## config.mk

```make
export PLATFORM = sky130hd
export DESIGN_NAME = column_scanner
export DESIGN_NICKNAME = d
export VERILOG_FILES = /design/src/rtl/column_scanner.sv
export SDC_FILE = /design/constraint.sdc
export NUM_CORES = 1
export LEC_CHECK = 0
export ABC_AREA = 1
export CAP_MARGIN = 20
export CORE_UTILIZATION = 43
export CTS_CLUSTER_SIZE = 24
export DETAILED_ROUTE_END_ITERATION = 8
export PLACE_DENSITY_LB_ADDON = 0.05
export REMOVE_ABC_BUFFERS = 1
export SKIP_LAST_GASP = 1
export SLEW_MARGIN = 20
export SYNTH_ARGS = -nofsm -noshare
export SYNTH_HDL_FRONTEND = slang
export SYNTH_SLANG_ARGS = --single-unit
```

## constraint.sdc

```tcl
create_clock -name clk -period 1.9 [get_ports clk]
set_input_delay 0.57 -clock clk [delete_from_list [all_inputs] [get_ports clk]]
set_output_delay 0.57 -clock clk [all_outputs]
set_load 0.02 [all_outputs]
```

## src/rtl/column_scanner.sv

```systemverilog
// Column scanner: reports the positions of set bits in a row, lowest first, at or after start_pos.
// Latency: first result one cycle after load acceptance; then one result per accepted handshake.
// Backpressure: results hold while out_ready=0; loads are taken only in IDLE or on the final handshake.
// Optional feature macro: COLUMN_SCANNER_COUNT_EN adds the 'remaining' popcount output.
module column_scanner #(
  parameter int WIDTH = 8,
  localparam int POS_W = $clog2(WIDTH)
) (
  input  logic             clk,
  input  logic             rst_n,
  input  logic             load_valid,
  output logic             load_ready,
  input  logic [0:WIDTH-1] row,
  input  logic [POS_W-1:0] start_pos,
  input  logic             flush,
  output logic             out_valid,
  input  logic             out_ready,
  output logic [POS_W-1:0] column,
  output logic             last,
  output logic             none
`ifdef COLUMN_SCANNER_COUNT_EN
  , output logic [POS_W:0] remaining
`endif
);

  typedef enum logic [1:0] {IDLE, SCAN, EMPTY} state_t;

  localparam logic [WIDTH-1:0] ONE = {{(WIDTH-1){1'b0}}, 1'b1};

  state_t           state_q, state_d;
  // mask_q[i] holds position i (row index i); bit 0 is the leftmost column.
  logic [WIDTH-1:0] mask_q, mask_d;
  logic [WIDTH-1:0] row_masked;
  logic [WIDTH-1:0] mask_rest;
  logic [POS_W-1:0] low_pos;
  logic             single;
  logic             hs;
  logic             accept;

  // Clear every position below start_pos in the offered row; start_pos >= WIDTH clears all.
  always_comb begin
    row_masked = '0;
    for (int i = 0; i < WIDTH; i++) begin
      if (i >= int'(start_pos)) row_masked[i] = row[i];
    end
  end

  // Priority search for the lowest set position; the last write in the loop wins.
  always_comb begin
    low_pos = '0;
    for (int i = WIDTH - 1; i >= 0; i--) begin
      if (mask_q[i]) low_pos = POS_W'(i);
    end
  end

  // Mask with its lowest set bit removed; empty remainder means exactly one bit left.
  always_comb begin
    mask_rest = mask_q & (mask_q - ONE);
    single    = (mask_q != '0) && (mask_rest == '0);
  end

  // Outputs and next state, decoded from registered state only (no path from row to outputs).
  always_comb begin
    state_d    = state_q;
    mask_d     = mask_q;
    out_valid  = 1'b0;
    column     = '0;
    last       = 1'b0;
    none       = 1'b0;
    load_ready = 1'b0;
    hs         = 1'b0;
    accept     = 1'b0;

    case (state_q)
      SCAN: begin
        out_valid = 1'b1;
        column    = low_pos;
        last      = single;
      end
      EMPTY: begin
        out_valid = 1'b1;
        none      = 1'b1;
        last      = 1'b1;
      end
      default: ;
    endcase

    hs         = out_valid && out_ready;
    load_ready = (state_q == IDLE) || (hs && last);
    accept     = load_valid && load_ready;

    if (flush) begin
      // Flush beats both handshakes; a load offered now is dropped.
      state_d = IDLE;
      mask_d  = '0;
    end else begin
      if (hs && !last) mask_d = mask_rest;
      if (hs && last) begin
        state_d = IDLE;
        mask_d  = '0;
      end
      if (accept) begin
        mask_d  = row_masked;
        state_d = (row_masked != '0) ? SCAN : EMPTY;
      end
    end
  end

  // State and mask registers with synchronous active-low reset.
  always_ff @(posedge clk) begin
    if (!rst_n) begin
      state_q <= IDLE;
      mask_q  <= '0;
    end else begin
      state_q <= state_d;
      mask_q  <= mask_d;
    end
  end

`ifdef COLUMN_SCANNER_COUNT_EN
  // Popcount of the live mask, presented bit included; zero outside SCAN.
  always_comb begin
    remaining = '0;
    if (state_q == SCAN) begin
      for (int i = 0; i < WIDTH; i++) begin
        remaining = remaining + (POS_W + 1)'(mask_q[i]);
      end
    end
  end
`else
  // Count output not built in this configuration.
`endif

endmodule

```

==> run metrics <==
status=finished with violations; failing checks=negative setup slack; initial antenna violation count=0; Root Driver=clkbuf_4; Routed WL per cell=11.5 um; CTS Hold Bufs=0; IO buf count=22; Gate Count Post-Synth=150; P_leak=0.841 nW; Combinational Power Share=0.332; total gr overflow=0; CP Capture Type=output pin; clk_lat worst skew=0.27 ns; Net Sw Frac=0.302; gr usage total=0.255; multi-input logic area=658 um2; Routed Antenna Nets=0; CTS tree=built; Final Slew Violations=0; die area=roughly 0.0024 mm2; worst-path cell chain=nor2_4 > nand2_2 > o21ai_2 > nand2_1 > o21bai_4 > nand2_4 > nand2_4 > buf_6; antenna cells=0; Slew headroom=0.800; share of layout cells above drive strength 1=0.387; Area Growth Syn to Fin=65.5%; Crit Path Max Fanout=5; total number of vias=1184; Die X-Extent=between 40 and 50 um; post-synthesis adder-cell area fraction=0.0398; Rows=16; Yosys warning total=0; Flop pwr share=0.352; crit path DAT=~1.6 ns; number of global-route vias before repair=1133; Starting Density=0.467; WS Path Type=flip-flop to output pin; unrepaired setup endpoints after global routing=yes; Fill cells=163; Fin. Hold Viols=0; detailed-placement wirelength estimate=2060 um; Synth Area in XOR/XNOR=0; CP required=1.33 ns; Worst setup SP type=flip-flop; multiplexer share of the synthesized area=0; register area=211 um2; total CTS buffers=3; final net count=232; Avg Inst Size Synth=6.29 um2; Hold Worst Slack=0.646 ns; clock buffer depth=2; IO Pins=23; Hold WC Path Type=flip-flop to flip-flop; RePlAce Congestion=0.908; CTS H-tree lvls=1; Power Density=405 mW/mm2; Max VDD drop=between 0.3 and 0.4 mV; Clock power frac=0.316; cell with the most instances on the worst path=nand2_4; # Max-Cap Violations=0; first-pass GRT wire length=4790 um; Setup WS pre-CTS=-0.634 ns; Tcrit/Tclk final=1.17; Synth Area in Compound Gates=0.212; DRT Wirelength=~2800 um; post-route setup TNS=-0.670 ns; vias per inst=approximately 5.0; initial drt markers=33; # setup viols final=3; FMAX=452 MHz; drt drc=0; CP max stage cell=dfxtp_4; synth unique cells=29; maximum number of pins on one net before global-route repair=11; Post-Syn Area=943 um2; CTS clk-pin slew, worst paths=0.08 ns; clock period minus worst slack=2.21 ns; Die H=48.8 um; sequential share of the synthesized area=0.212; P_int=0.441 mW; first drt pass iteration count=4; core box area=0.00202 mm2; fraction of the mapped netlist area in simple logic gates=0.391; Slew @ Worst Pin=around 0.3 ns; Final Skew=roughly 0.0094 ns; Yosys reg bits=10; CP peak stage delay=0.37 ns; largest family of logic cells by synthesized area=simple AND/OR/NAND/NOR gates; NetSw=0.191 mW; Num Clock Sinks=10; setup ws final=-0.314 ns
layout by cell type, fill, tap and decap left out, types with 5 or more instances in the layout:
master           count
a21oi_1              7
buf_4               38
buf_6                5
clkdlybuf4s50_1     15
dfxtp_2              6
inv_1               27
inv_2                5
nand2_1             29
nand3_1             16
nor2_1              14
o211ai_1             8
what timing repair did:
action                     4_1_cts  5_1_grt
setup endpoints to repair        7       16
buffers inserted                 5        3
pin swaps                        8        9
resized for setup               53        9
critical path, delay by kind of cell (launching register included):
| kind | cells | cell delay, ns |
|---|---|---|
| flip-flops | 1 | 0.37 |
| AO/OA/AOI/OAI | 2 | 0.37 |
| AND/OR/NAND/NOR | 5 | 0.52 |
| buffers and inverters | 1 | 0.11 |
per-layer routing:
layer / GRT usage / up-vias / wire length [um]
li1: - / 607 / -
met1: 0.309 / 535 / 1190
met2: 0.456 / 40 / 1400
met3: 0.0592 / 2 / 151
met4: 0.0539 / 0 / 7
met5: 0 / - / 0
stage by stage:
step,power [mW],area [um2],instances,utilization
detailed placement,0.419,1430,230,0.707
finish,0.632,1560,239,0.772
floorplan,0.319,927,148,-
global route,0.669,1560,239,0.772
CTS,0.629,1530,238,0.756
global placement,0.416,1430,230,0.707
kinds of logic after synthesis:
family | Yosys count
simple gates | 76
buf+inv | 34
compound gates | 27
flops | 10
fa+ha+maj | 3
cell type report:
type | count | share of cell area
Clock buffer | 4 | 0.0232
Inverter | 32 | 0.0769
Multi-Input combinational cell | 106 | 0.421
Sequential cell | 10 | 0.135
Tap cell | 27 | 0.0216
Timing Repair Buffer | 60 | 0.321
sequential cells by signal, summed over array words and instances, names as in the netlist:
signal	flops
mask_q	8
state_q	2
synth_stat cells:
master     instances  area share
nor2_1            16       0.064
buf_6              1       0.012
nand2_4            3       0.036
dfxtp_1           10        0.21
nor4_1             1      0.0066
o21bai_1           1      0.0080
o21ai_1            1      0.0053
o21bai_4           1       0.020
inv_1             30        0.12
a21oi_4            1       0.017
nor2_2             2       0.013
ha_1               3       0.040
a22oi_1            1      0.0080
nor3_1             1      0.0053
nand2_2            1      0.0066
nand3_1           16       0.085
o2111ai_1          1      0.0093
inv_2              2      0.0080
and3_1             2       0.013
nand3_2            1       0.011
nor2_4             1       0.012
o21ai_2            3       0.028
o21ai_0            2       0.011
nand2_1           29        0.12
a21oi_1            8       0.042
buf_2              1      0.0053
nor3b_1            2       0.016
and3_2             1      0.0080
o211ai_1           8       0.064
final timing paths:
check | from | end | slack [ns] | cells after the start
worst max-delay path | mask_q[0] | load_ready | -0.31 | 8
worst min-delay path | mask_q[0] | mask_q[0] | 0.65 | 3
worst max register to register | mask_q[0] | mask_q[6] | 0.11 | 11
worst min register to register | mask_q[0] | mask_q[0] | 0.65 | 3
power groups by stage:
stage / logic (mW) / clock network, mW / registers [mW]
CTS: 0.205 / 0.202 / 0.222
global placement: 0.190 / 0 / 0.225
global route: 0.232 / 0.215 / 0.223
finish: 0.210 / 0.200 / 0.222
detailed placement: 0.194 / 0 / 0.226
floorplan: 0.0922 / 0 / 0.226
(Power assumes the default switching activity.)
==> patch, RTL diff (same settings) <==
The option `COLUMN_SCANNER_COUNT_EN` is turned on by a define.
--- a/src/rtl/column_scanner.sv
+++ b/src/rtl/column_scanner.sv
@@ -2,6 +2,8 @@
 // Latency: first result one cycle after load acceptance; then one result per accepted handshake.
 // Backpressure: results hold while out_ready=0; loads are taken only in IDLE or on the final handshake.
 // Optional feature macro: COLUMN_SCANNER_COUNT_EN adds the 'remaining' popcount output.
+`define COLUMN_SCANNER_COUNT_EN
+
 module column_scanner #(
   parameter int WIDTH = 8,
   localparam int POS_W = $clog2(WIDTH)
Formal check against the unedited RTL (old outputs only; new: remaining): equivalent (Yosys induction, for registers that start in step).
==> patch against the unedited design <==
  * Total power is 4.1% higher
  * Critical path type unchanged
  * Sequential cell count unchanged
  * Routed wire length increased by 44%
  * Register-to-register slack lost 0.27 ns
  * Setup slack got worse by 1.5 ns
  * Design area up 31%
  * First-iteration DRC count stayed put
  * Final cell count grew 25%
  * Synthesized area is 20% higher
  * The run still ends with setup timing left
  * Global-route usage increased by 2.9 points
==> patch: results <==
group,metric,value,unit
critical_path,critPathMaxFanout,2,
placed_design,dp.cells,278,
placed_design,place_area,0.00172,mm^2
global_route,use_met1,28.0,%
route,routedLengthMet1,1490,um
power_and_ir_drop,switching_share,34.0,%
synth,ys_seq_area_share,17.7,%
critical_path,r2r_end,"mask_q[4]$_SDFFE_PP0P_",
global_route,grt_max_degree,10,
sta,setup_violations,18,
run_status,violations,"setup timing",
global_route,grtUsageMet3,4.02,%
synth,netlist_top_cells_area,"dfxtp_1 18%, inv_1 14%, nand2_1 13%",
worst_hold_path,hold_path_end,"state_q[0]$_SDFFE_PP0P_",
critical_path,reg2reg_slack,-0.16,ns
placed_design,dp_hpwl,2660,um
synth,synth_area_per_cell,6.22,um^2
route,vias,1527,
route,met3_length,197,um
synth,synth_common_cells,"42 x inv_1, 38 x nand2_1, 19 x nand3_1, 13 x nor2_1, 11 x a21oi_1",
global_route,gr-usage-met2,58.1,%
layout,drive_gt1_share,44.0,%
power_and_ir_drop,p_leak,1.08,nW
power_and_ir_drop,peakVddDrop,0.000302,V
placed_design,port_buffers,26,
global_route,grt_pass1_vias,1444,
global_route,grt_pass1_wl,5910,um
worst_hold_path,hp-start,"state_q[0]$_SDFFE_PP0P_",
synth,synth_cell_type_count,23,
sta,relSlewSlack,82.1,%
layout,fin_cells,298,
sta,holdWs,0.624,ns
sta,fin_ws,-1.83,ns
synth,synth_compound_area_share,16.2,%
placed_design,place.gp.congestion,0.862,
run_status,status,"complete, but fails checks",
global_route,grtUsageTotal,28.5,%
route,wl_met2,2130,um
sta,setup_tns,-8.92,ns
placed_design,pre_cts_slack,-1.90,ns
critical_path,critPathArrivalTime,3.16,ns
route,routed_wl,3960,um
patch: cell types whose count changed in the layout (fill, tap and decap cells not counted), sizes merged, moves of 3 or more:
cell | unedited run | this run
buf | 45 | 70
inv | 32 | 43
nand2 | 33 | 43
ha | 3 | 8
a21oi | 9 | 13
fa | 0 | 4
and3 | 3 | 0
patch: how the worst max path moves through the flow:
stage	cells past startpoint	end	from
3_5_place_dp	10	remaining[1]	mask_q[0]$_SDFFE_PP0P_
6_report	10	remaining[1]	mask_q[0]$_SDFFE_PP0P_
4_1_cts	10	remaining[1]	mask_q[0]$_SDFFE_PP0P_
3_3_place_gp	10	remaining[1]	mask_q[0]$_SDFFE_PP0P_
5_1_grt	10	remaining[1]	mask_q[0]$_SDFFE_PP0P_
2_1_floorplan	8	remaining[2]	mask_q[0]$_SDFFE_PP0P_
patch: timing repair:
| action | 4_1_cts | 5_1_grt |
|---|---|---|
| pin swaps | 20 | 9 |
| cloned | 1 | 0 |
| buffers inserted | 15 | 4 |
| resized for setup | 105 | 18 |
| endpoints found under the setup margin | 21 | 21 |
patch: power groups by stage:
stage,clock [mW],sequential [mW],combinational [mW]
after detailed placement,0,0.225,0.230
after CTS,0.146,0.221,0.259
after global routing,0.168,0.222,0.314
final,0.152,0.221,0.285
after floorplan,0,0.226,0.109
after global placement,0,0.224,0.226
patch: layout make-up:
class,instances,area [um^2]
Clock buffer,3,22.5
Fill cell,167,429
Inverter,45,179
Multi-Input combinational cell,125,866
Sequential cell,10,210
Tap cell,30,37.5
Timing Repair Buffer,85,733
patch: worst max-delay path, cell delays in order, from the launching register on:
cell and delay, ns:
dfxtp_2 0.34, fa_1 0.54, inv_1 0.05, fa_1 0.46
fa_1 0.55, inv_2 0.06, ha_4 0.16, fa_2 0.52
nand2_1 0.05, inv_1 0.06, buf_6 0.11
